File: config.mk
export PLATFORM = sky130hd
export DESIGN_NAME = fp_meter
export DESIGN_NICKNAME = d
export VERILOG_FILES = /design/src/rtl/fp_meter.sv
export SDC_FILE = /design/constraint.sdc
export NUM_CORES = 1
export LEC_CHECK = 0
export CAP_MARGIN = 40
export CORE_UTILIZATION = 45
export DETAILED_ROUTE_END_ITERATION = 8
export GPL_TIMING_DRIVEN = 1
export PLACE_DENSITY = 0.67
export SLEW_MARGIN = 25
export SYNTH_ARGS = -nofsm -noshare
export SYNTH_HDL_FRONTEND = slang
export SYNTH_SLANG_ARGS = --single-unit
export TNS_END_PERCENT = 5
File: constraint.sdc
create_clock -name clk -period 5.1 [get_ports clk]
set_input_delay 1.02 -clock clk [delete_from_list [all_inputs] [get_ports clk]]
set_output_delay 1.02 -clock clk [all_outputs]
set_load 0.03 [all_outputs]
File: src/rtl/fp_meter.sv
// Frequency/period meter: synchronises an asynchronous divided clock or pulse
// and reports period, high time, timeout and (with FP_METER_LOCK_EN) lock.
module fp_meter #(
  parameter int CNT_W       = 16,
  parameter int SYNC_STAGES = 2
) (
  input  logic             clk,
  input  logic             rst,
  input  logic             sig_in,
  output logic [CNT_W-1:0] period,
  output logic [CNT_W-1:0] high_time,
  output logic             meas_valid,
  output logic             timeout,
  output logic             locked
);

  localparam logic [CNT_W-1:0] CNT_MAX = '1;
  localparam logic [CNT_W-1:0] CNT_ONE = CNT_W'(1);

  typedef enum logic {
    IDLE = 1'b0,
    MEAS = 1'b1
  } state_t;

  logic [SYNC_STAGES-1:0] sync_q;
  logic                   hist_q;
  logic                   sync;
  logic                   rise;
  logic                   fall;

  // NOTE: sequential state is always written with <= so every flop samples
  // the pre-edge value of its neighbours; a blocking = here would collapse
  // the synchroniser chain into a single stage.
  always_ff @(posedge clk or posedge rst) begin
    if (rst) begin
      sync_q <= '0;
      hist_q <= 1'b0;
    end else begin
      sync_q <= {sync_q[SYNC_STAGES-2:0], sig_in};
      hist_q <= sync_q[SYNC_STAGES-1];
    end
  end

  assign sync = sync_q[SYNC_STAGES-1];
  assign rise = sync & ~hist_q;
  assign fall = ~sync & hist_q;

  state_t           state_q, state_d;
  logic [CNT_W-1:0] pcnt_q, pcnt_d;
  logic [CNT_W-1:0] hcnt_q, hcnt_d;
  logic             open_q, open_d;
  logic [CNT_W-1:0] period_q, period_d;
  logic [CNT_W-1:0] high_q, high_d;
  logic             valid_q, valid_d;
  logic             timeout_q, timeout_d;

  // NOTE: every signal driven here gets a default before the case statement,
  // so no path leaves one unassigned and no latch is inferred.
  always_comb begin
    state_d   = state_q;
    pcnt_d    = pcnt_q;
    hcnt_d    = hcnt_q;
    open_d    = open_q;
    period_d  = period_q;
    high_d    = high_q;
    valid_d   = 1'b0;
    timeout_d = timeout_q;

    case (state_q)
      IDLE: begin
        pcnt_d = '0;
        hcnt_d = '0;
        open_d = 1'b0;
        if (rise) begin
          pcnt_d  = CNT_ONE;
          hcnt_d  = CNT_ONE;
          open_d  = 1'b1;
          state_d = MEAS;
        end
      end
      MEAS: begin
        if (rise) begin
          period_d  = pcnt_q;
          high_d    = hcnt_q;
          valid_d   = 1'b1;
          timeout_d = 1'b0;
          pcnt_d    = CNT_ONE;
          hcnt_d    = CNT_ONE;
          open_d    = 1'b1;
        end else if (pcnt_q == CNT_MAX) begin
          // Input stalled: give up on this period, keep the last result.
          timeout_d = 1'b1;
          pcnt_d    = '0;
          hcnt_d    = '0;
          open_d    = 1'b0;
          state_d   = IDLE;
        end else begin
          pcnt_d = pcnt_q + CNT_ONE;
          if (fall) begin
            open_d = 1'b0;
          end else if (open_q) begin
            hcnt_d = hcnt_q + CNT_ONE;
          end
        end
      end
      default: state_d = IDLE;
    endcase
  end

  always_ff @(posedge clk or posedge rst) begin
    if (rst) begin
      state_q   <= IDLE;
      pcnt_q    <= '0;
      hcnt_q    <= '0;
      open_q    <= 1'b0;
      period_q  <= '0;
      high_q    <= '0;
      valid_q   <= 1'b0;
      timeout_q <= 1'b0;
    end else begin
      state_q   <= state_d;
      pcnt_q    <= pcnt_d;
      hcnt_q    <= hcnt_d;
      open_q    <= open_d;
      period_q  <= period_d;
      high_q    <= high_d;
      valid_q   <= valid_d;
      timeout_q <= timeout_d;
    end
  end

  assign period     = period_q;
  assign high_time  = high_q;
  assign meas_valid = valid_q;
  assign timeout    = timeout_q;

`ifdef FP_METER_LOCK_EN
  logic [CNT_W-1:0] prev_q;
  logic             locked_q;

  // prev_q is cleared on timeout so the first period after IDLE can never lock.
  always_ff @(posedge clk or posedge rst) begin
    if (rst) begin
      prev_q   <= '0;
      locked_q <= 1'b0;
    end else if (state_q == MEAS && state_d == IDLE) begin
      prev_q   <= '0;
      locked_q <= 1'b0;
    end else if (valid_d) begin
      prev_q   <= pcnt_q;
      locked_q <= (pcnt_q == prev_q);
    end
  end

  assign locked = locked_q;
`else
  assign locked = 1'b0;
`endif

endmodule

==> summary.txt, run 1 <==
Finish
  • Share of post-route cells with drive strength above 1: 18.5%
  • Area growth, synth to finish: 21.4%
  • Antenna cell count: 0
  • Layout net count: between 300 and 400
  • Reg area: approximately 0.0018 mm^2
  • Multi-input gate area: roughly 0.0012 mm^2
  • # fillers: 557
  • Fin util: about 58%
  • Post-Layout Cell Count: slightly below 400

Power
  • PwrDens: between 300 and 400 mW/mm^2
  • Static Leakage: ~0.0017 uW
  • VDD IR max: just under 300 uV

CTS
  • Hold_buf cts: 0
  • Clock sink count: 71
  • H-tree lvl count: 3
  • Post-CTS setup buffer count: 0
  • Root Buffer: clkbuf_8
  • TritonCTS clock tree: yes
  • Worst-Skew Late Latency: between 300 and 400 ps
  • Cts bufs inserted: 9
  • Post-CTS Resized: 0
  • Clk pin slew, worst setup/hold paths: 80 ps
  • Max clock buf depth: 2

Logic synthesis
  • Ys flop type: dfrtp_1
  • Share of the synthesized area in the top cell type: between 50 and 60%
  • Register bit count reported by yosys: 71
  • Top area cells in the synthesized netlist: dfrtp_1 (58%), mux2_2 (11%), nor2_1 (4.6%)
  • Seq/Total Area, Yosys: 57.7%
  • Cell taking the most area after synthesis: dfrtp_1
  • Asr flop ratio synth: 100%
  • Ys Warns: 0
  • Syn_nets: around 270
  • Gate Count Post-Synth: ~260
  • Mapped Area: between 0.003 and 0.004 mm^2
  • Post-synth EDFFs: 0
  • Post-Syn Area per Cell: 11.8 um^2
  • Library cells used by synthesis: 40

Critical path
  • CP Capture Type: output pin
  • Reg2Reg Depth: 6
  • Flop-to-flop setup slack: roughly 2900 ps
  • Crit-path max cell delay: 670 ps
  • Crit-path max FO: 2
  • R2R Path End: high_time[5]
  • Max stage delay cell, worst path: clkdlybuf4s50_1
  • Arrival time at the worst endpoint: about 1400 ps
  • CP cell instances: clkdlybuf4s50_1
  • Setup crit end: high_time[9]
  • Worst path bufs/invs: 1
  • Worst path depth: 1
  • Top Family by Delay on Critical Path: buffers and inverters
  • CP Data Required Time: 4080 ps
  • R2R Path Start: hist_q
  • CP startpoint: high_time[9]
  • Critical path type: register to output pin
  • Nature of the critical path startpoint: register

Routing
  • Met1 wire length: between 2000 and 3000 um
  • DR iter-0 viols: 71
  • Final wirelength: 5650 um
  • Routed WL per cell: approximately 15 um
  • Met2 Wirelength: 2530 um
  • DRC violations left: 2
  • Routed vias/inst: around 5.3
  • Highest metal used: met4
  • DR WL met3: 161 um
  • DR pass1 iterations: 6
  • Vias: around 2,100
  • Antenna viol nets, final: 0

STA
  • RSZ-0062 raised after global routing: no
  • Max-slew violation count: 0
  • Worst slew pin tran: approximately 700 ps
  • # setup viols final: 0
  • Fmax: roughly 420 MHz
  • Slew HR: approximately 55%
  • TNS Setup: 0 ps
  • Final hold vios: 0
  • Tmin final: 2410 ps
  • Clock skew: approximately 5.8 ps
  • Final worst path period share: a little under half
  • PnR worst setup slack: around 2700 ps

Placement
  • Hpwl dp: around 3700 um
  • Place WS: ~2600 ps
  • Final GP Congestion: 0.788
  • PortBufs: 36
  • Placed insts: 367

Floorplanning
  • Die footprint: around 0.007 mm^2
  • Initial core utilization: between 40% and 50%
  • Row cnt: 29
  • Core area: between 0.006 and 0.007 mm^2
  • IO Pins: 38
  • Die Wd: around 85 um
  • Die Y: 84.7 um

Global route
  • Initial antenna violation count: 0
  • GRT overflow: 0
  • GRT Util Overall: roughly 18%
  • Vias in the first global route: between 1,500 and 2,000
  • Pin count of the biggest net entering global routing: 39
  • First-pass GRT wire length: roughly 9700 um

Flow run
  • Maximum Capacitance Violations: 0

Status
  • Outcome: complete, but fails checks
  • Failing checks: DRC

Worst hold path
  • HP Class: register to register
[synth_stat cells, types with 4 or more instances]
library cell  number
dfrtp_1           71
nor2_1            38
mux2_2            30
nand2_1           16
xor2_1            15
inv_1              9
xnor2_1            9
o21ai_0            8
a21oi_1            6
nand4_1            6
ha_1               4
o2111ai_1          4
[logic make-up (layout without fill, tap and decap cells)]
family | Yosys count | after routing | share of synthesized area [%]
other | 1 | 1 | 0.122
buffers and inverters | 19 | 65 | 2.80
flip-flops | 71 | 71 | 57.7
XOR/XNOR | 24 | 24 | 6.83
AND/OR/NAND/NOR | 87 | 87 | 14.6
multiplexers | 30 | 30 | 11.0
AO/OA/AOI/OAI | 26 | 26 | 5.32
adder cells (fa/ha/maj) | 4 | 4 | 1.63
[cell usage in the layout, fill, tap and decap left out, types with 2 or more instances in the layout]
master           Yosys  routed
bufinv_16            0       2
o21ai_0              8       8
buf_4                3       2
and2_1               2       2
inv_1                9       8
nand4_2              2       2
clkinv_2             0       3
clkdlybuf4s50_1      0      36
and3_1               2       2
o2111ai_1            4       4
and4_1               2       2
clkbuf_8             0      10
a21oi_1              6       6
nand4_1              6       6
mux2_2              30      30
o21ai_1              2       2
ha_1                 4       4
xor2_1              15      15
nand2_1             16      16
nor3_1               3       3
o211ai_1             3       3
nor2_1              38      38
nand3_1              3       3
dfrtp_1             71      71
xnor2_1              9       9
nor4_1               2       2
[power by group]
part           switching, uW  leakage [uW]  total (uW)  internal, uW
registers               51.0      0.000955         670           619
clock network            213      0.000116         500           287
logic                    134      0.000673         241           107
[final cells by class]
type | instances | share of cell area [%]
repair buffers | 39 | 10.4
multi-input cells | 172 | 32.5
clock inverters | 6 | 2.24
clock buffers | 10 | 3.68
well taps | 77 | 2.58
inverters | 10 | 1.00
flip-flops and latches | 71 | 47.5
[metal layers]
layer / GRT usage, % / up-vias
met4: 8.32 / 0
li1: - / 980
met2: 25.1 / 44
met5: 0 / -
met3: 4.42 / 9
met1: 25.4 / 1023
[state kept, by name (all words and copies together) (netlist names), 2 cells and up]
signal	cells
pcnt_q	16
period	16
hcnt_q	16
sync_q	2
high_time	16
[through the flow]
step           hold slack [ps]  power, uW  instance area (um^2)
3_3_place_gp               334        917                  3490
2_1_floorplan              331        831                  3080
3_5_place_dp               341        921                  3490
6_report                   361       1410                  3740
5_1_grt                    371       1470                  3740
4_1_cts                    358       1420                  3720
[how the worst min path moves through the flow]
stage                   start   endpoint  depth (start not counted)
global placement    sync_q[0]  sync_q[1]                          0
floorplan           sync_q[0]  sync_q[1]                          0
global route        sync_q[0]  sync_q[1]                          0
detailed placement  sync_q[0]  sync_q[1]                          0
CTS                 sync_q[0]  sync_q[1]                          0
finish              sync_q[0]  sync_q[1]                          0
Power figures use the tool's default switching activity.
==> inputs of run 2 (changes only) <==
--- a/config.mk
+++ b/config.mk
@@ -9,7 +9,7 @@
 export CORE_UTILIZATION = 45
 export DETAILED_ROUTE_END_ITERATION = 8
 export GPL_TIMING_DRIVEN = 1
-export PLACE_DENSITY = 0.67
+export PLACE_DENSITY = 0.69
 export SLEW_MARGIN = 25
 export SYNTH_ARGS = -nofsm -noshare
 export SYNTH_HDL_FRONTEND = slang
==> constraint.sdc (replaced) <==
create_clock -name clk -period 2.15 [get_ports clk]
set_input_delay 0.43 -clock clk [delete_from_list [all_inputs] [get_ports clk]]
set_output_delay 0.43 -clock clk [all_outputs]
set_load 0.03 [all_outputs]
==> run 2 against run 1 <==
- the run still ends with DRC left
- via count decreased by 0.54%
- non-clock buffer count increased by 7
- setup slack got worse by 2400 ps
- total power increased by 120%
- sequential power increased by 140%
- routed wire length decreased by 4.0%
- sequential share of layout area about the same
- clock-buffer cell count increased by 3
- cell count increased by 1.3%
- largest cell class unchanged
- largest power group unchanged
==> summary.txt, run 2 (synthesis results as in run 1) <==
STA
  • RSZ-0062 raised after global routing: no
  • Clock skew: 6.60 ps (+0.797 ps)
  • Max-slew violation count: 0 (unchanged)
  • Tmin final: ~1900 ps
  • Final hold vios: 0 (unchanged)
  • TNS Setup: 0 ps (unchanged)
  • Final worst path period share: slightly below 90%
  • Fmax: ~530 MHz
  • # setup viols final: 0 (unchanged)

Power
  • Static Leakage: 0.00175 uW (+0.14%)
  • P_sw: 876 uW (+120%)
  • Power share of the clock group: 29.5% (-5.9 points)
  • VDD IR max: 411 uV (+40%)
  • Logic gate share of total power: 18.8% (+1.8 points)
  • Sequential power share: 51.7% (+4.2 points)
  • PwrDens: 822 mW/mm^2 (+120%)
  • Internal Dissipation: 2200 uW (+120%)
  • Switch share: 28.5% (+0.27 points)

Routing
  • Antenna viol nets, final: 0 (unchanged)
  • Final wirelength: 5430 um (-4.0%)
  • DR iter-0 viols: 102 (+44%)
  • DR pass1 iterations: 9 (+3)
  • Routed WL per cell: 13.9 um (-5.2%)
  • DRC violations left: 4 (+2)
  • Vias: 2,045 (-0.54%)
  • Routed vias/inst: 5.24 (-1.8%)

Critical path
  • Critical path type: register to register
  • CP Data Required Time: 2360 ps (-1720 ps)
  • Top Family by Delay on Critical Path: simple AND/OR/NAND/NOR gates
  • Worst path bufs/invs: 0 (-1)
  • Crit-path max cell delay: 420 ps (-250 ps)
  • Nature of the critical path startpoint: register
  • CP cell instances: ha_1 > nand3_2 > nor4_4 > or2b_1 > or2b_2 > nor2_1
  • Max stage delay cell, worst path: dfrtp_1
  • CP Capture Type: register
  • Crit-path max FO: 15 (+13)
  • Arrival time at the worst endpoint: 2090 ps (+700 ps)

Floorplanning
  • Die footprint: 0.00718 mm^2 (unchanged)
  • Core area: 0.00649 mm^2 (unchanged)
  • Die Y: 84.7 um (unchanged)
  • IO Pins: 38 (unchanged)
  • Row cnt: 29 (unchanged)
  • Die Wd: 84.7 um (unchanged)
  • Initial core utilization: 47.4% (unchanged)

CTS
  • Hold_buf cts: 0 (unchanged)
  • Worst-Skew Late Latency: 340 ps (about the same)
  • TritonCTS clock tree: yes
  • Cts bufs inserted: 9 (unchanged)
  • Clk pin slew, worst setup/hold paths: 60 ps (-20 ps)
  • Root Buffer: clkbuf_8
  • Max clock buf depth: 2 (unchanged)
  • Clock sink count: 71 (unchanged)
  • H-tree lvl count: 3 (unchanged)

Finish
  • Antenna cell count: 0 (unchanged)
  • Share of post-route cells with drive strength above 1: 19.2% (+0.66 points)
  • Commonest non-fill, non-tap cells in the layout: dfrtp_1 (71), nor2_1 (38), clkdlybuf4s50_1 (36), mux2_2 (30), nand2_1 (16)
  • Area growth, synth to finish: 21.5%
  • # fillers: 527 (-5.4%)
  • Fin util: 57.6% (+0.058 points)
  • Layout net count: 317 (+2.3%)
  • Commonest non-fill, non-tap cell in the layout: dfrtp_1

Global route
  • Initial antenna violation count: 0 (unchanged)
  • GRT overflow: 0 (unchanged)
  • First-pass GRT wire length: 9250 um (-4.3%)
  • Vias in the first global route: 1,904 (-0.52%)
  • GRT Util Overall: 17.1% (-0.57 points)
  • Pin count of the biggest net entering global routing: 72 (+85%)

Placement
  • Final GP Congestion: 0.777 (-1.4%)
  • PortBufs: 36 (unchanged)
  • Hpwl dp: 3710 um (+1.3%)

Worst hold path
  • HP Class: register to register

Status
  • Outcome: complete, but fails checks
  • Failing checks: DRC

Flow run
  • Maximum Capacitance Violations: 0 (unchanged)
## run 2: cell types whose count changed in the layout (fill, tap and decap cells not counted), sizes merged
cell and delta:
buf +7, bufinv -2, clkbuf +3, clkinv -3, clkinvlp +1, inv -1
## run 2: layer usage
metal | track usage (%) | part of all wire (%) | vias up
met5 | 0 | 0 | -
met4 | 9.24 | 1.8 | 0
met3 | 4.52 | 2.8 | 6
met2 | 24.7 | 44 | 34
met1 | 23.5 | 51 | 1010
li1 | - | - | 995
## run 2: repair_timing
| item | in CTS | in global routing |
|---|---|---|
| buffers inserted | 0 | 0 |
| resized for setup | 0 | 0 |
| setup endpoints to repair | 0 | 17 |
## run 2: metrics by stage
stage	hold WS (ps)	total power [uW]	instance area, um^2	std cells	setup slack [ps]
final	351	3080	3740	390	269
after global placement	331	2190	3580	376	207
after detailed placement	336	2200	3580	376	119
after CTS	353	3120	3740	390	112
after floorplan	331	1970	3080	262	330
after global routing	364	3250	3740	390	81.3
## run 2: power groups by stage
stage	Clock, uW	Sequential, uW	Combinational [uW]
finish	907	1590	578
global route	996	1610	638
CTS	945	1590	587
detailed placement	0	1620	584
global placement	0	1610	578
floorplan	0	1730	245
## run 2: area by class of cell
| class | instances | area, um^2 | area share [%] |
|---|---|---|---|
| clock buffer | 13 | 159 | 4.25 |
| clock inverter | 1 | 5.00 | 0.134 |
| inverter | 10 | 41.3 | 1.10 |
| multi-input combinational | 172 | 1220 | 32.5 |
| sequential | 71 | 1780 | 47.5 |
| tap | 77 | 96.3 | 2.57 |
| timing repair buffer | 46 | 448 | 12.0 |
## run 2: path summary, 6_finish.rpt
path | startpoint | endpoint | slack (ps) | cells past startpoint
max | pcnt_q[1] | pcnt_q[11] | 270 | 6
min | sync_q[0] | sync_q[1] | 350 | 0
max reg2reg | pcnt_q[1] | pcnt_q[11] | 270 | 6
min reg2reg | sync_q[0] | sync_q[1] | 350 | 0
max in group asynchronous | rst | period[1] | 1320 | 3
min in group asynchronous | rst | period[9] | 510 | 3
==> inputs of run 3 (changes only) <==
--- a/config.mk
+++ b/config.mk
@@ -5,8 +5,9 @@
 export SDC_FILE = /design/constraint.sdc
 export NUM_CORES = 1
 export LEC_CHECK = 0
-export CAP_MARGIN = 40
+export CAP_MARGIN = 10
 export CORE_UTILIZATION = 45
+export CTS_CLUSTER_DIAMETER = 40
 export DETAILED_ROUTE_END_ITERATION = 8
 export GPL_TIMING_DRIVEN = 1
 export PLACE_DENSITY = 0.69
==> results of run 3 <==
No change in the layout: final DEF, timing and power equal those of run 2.
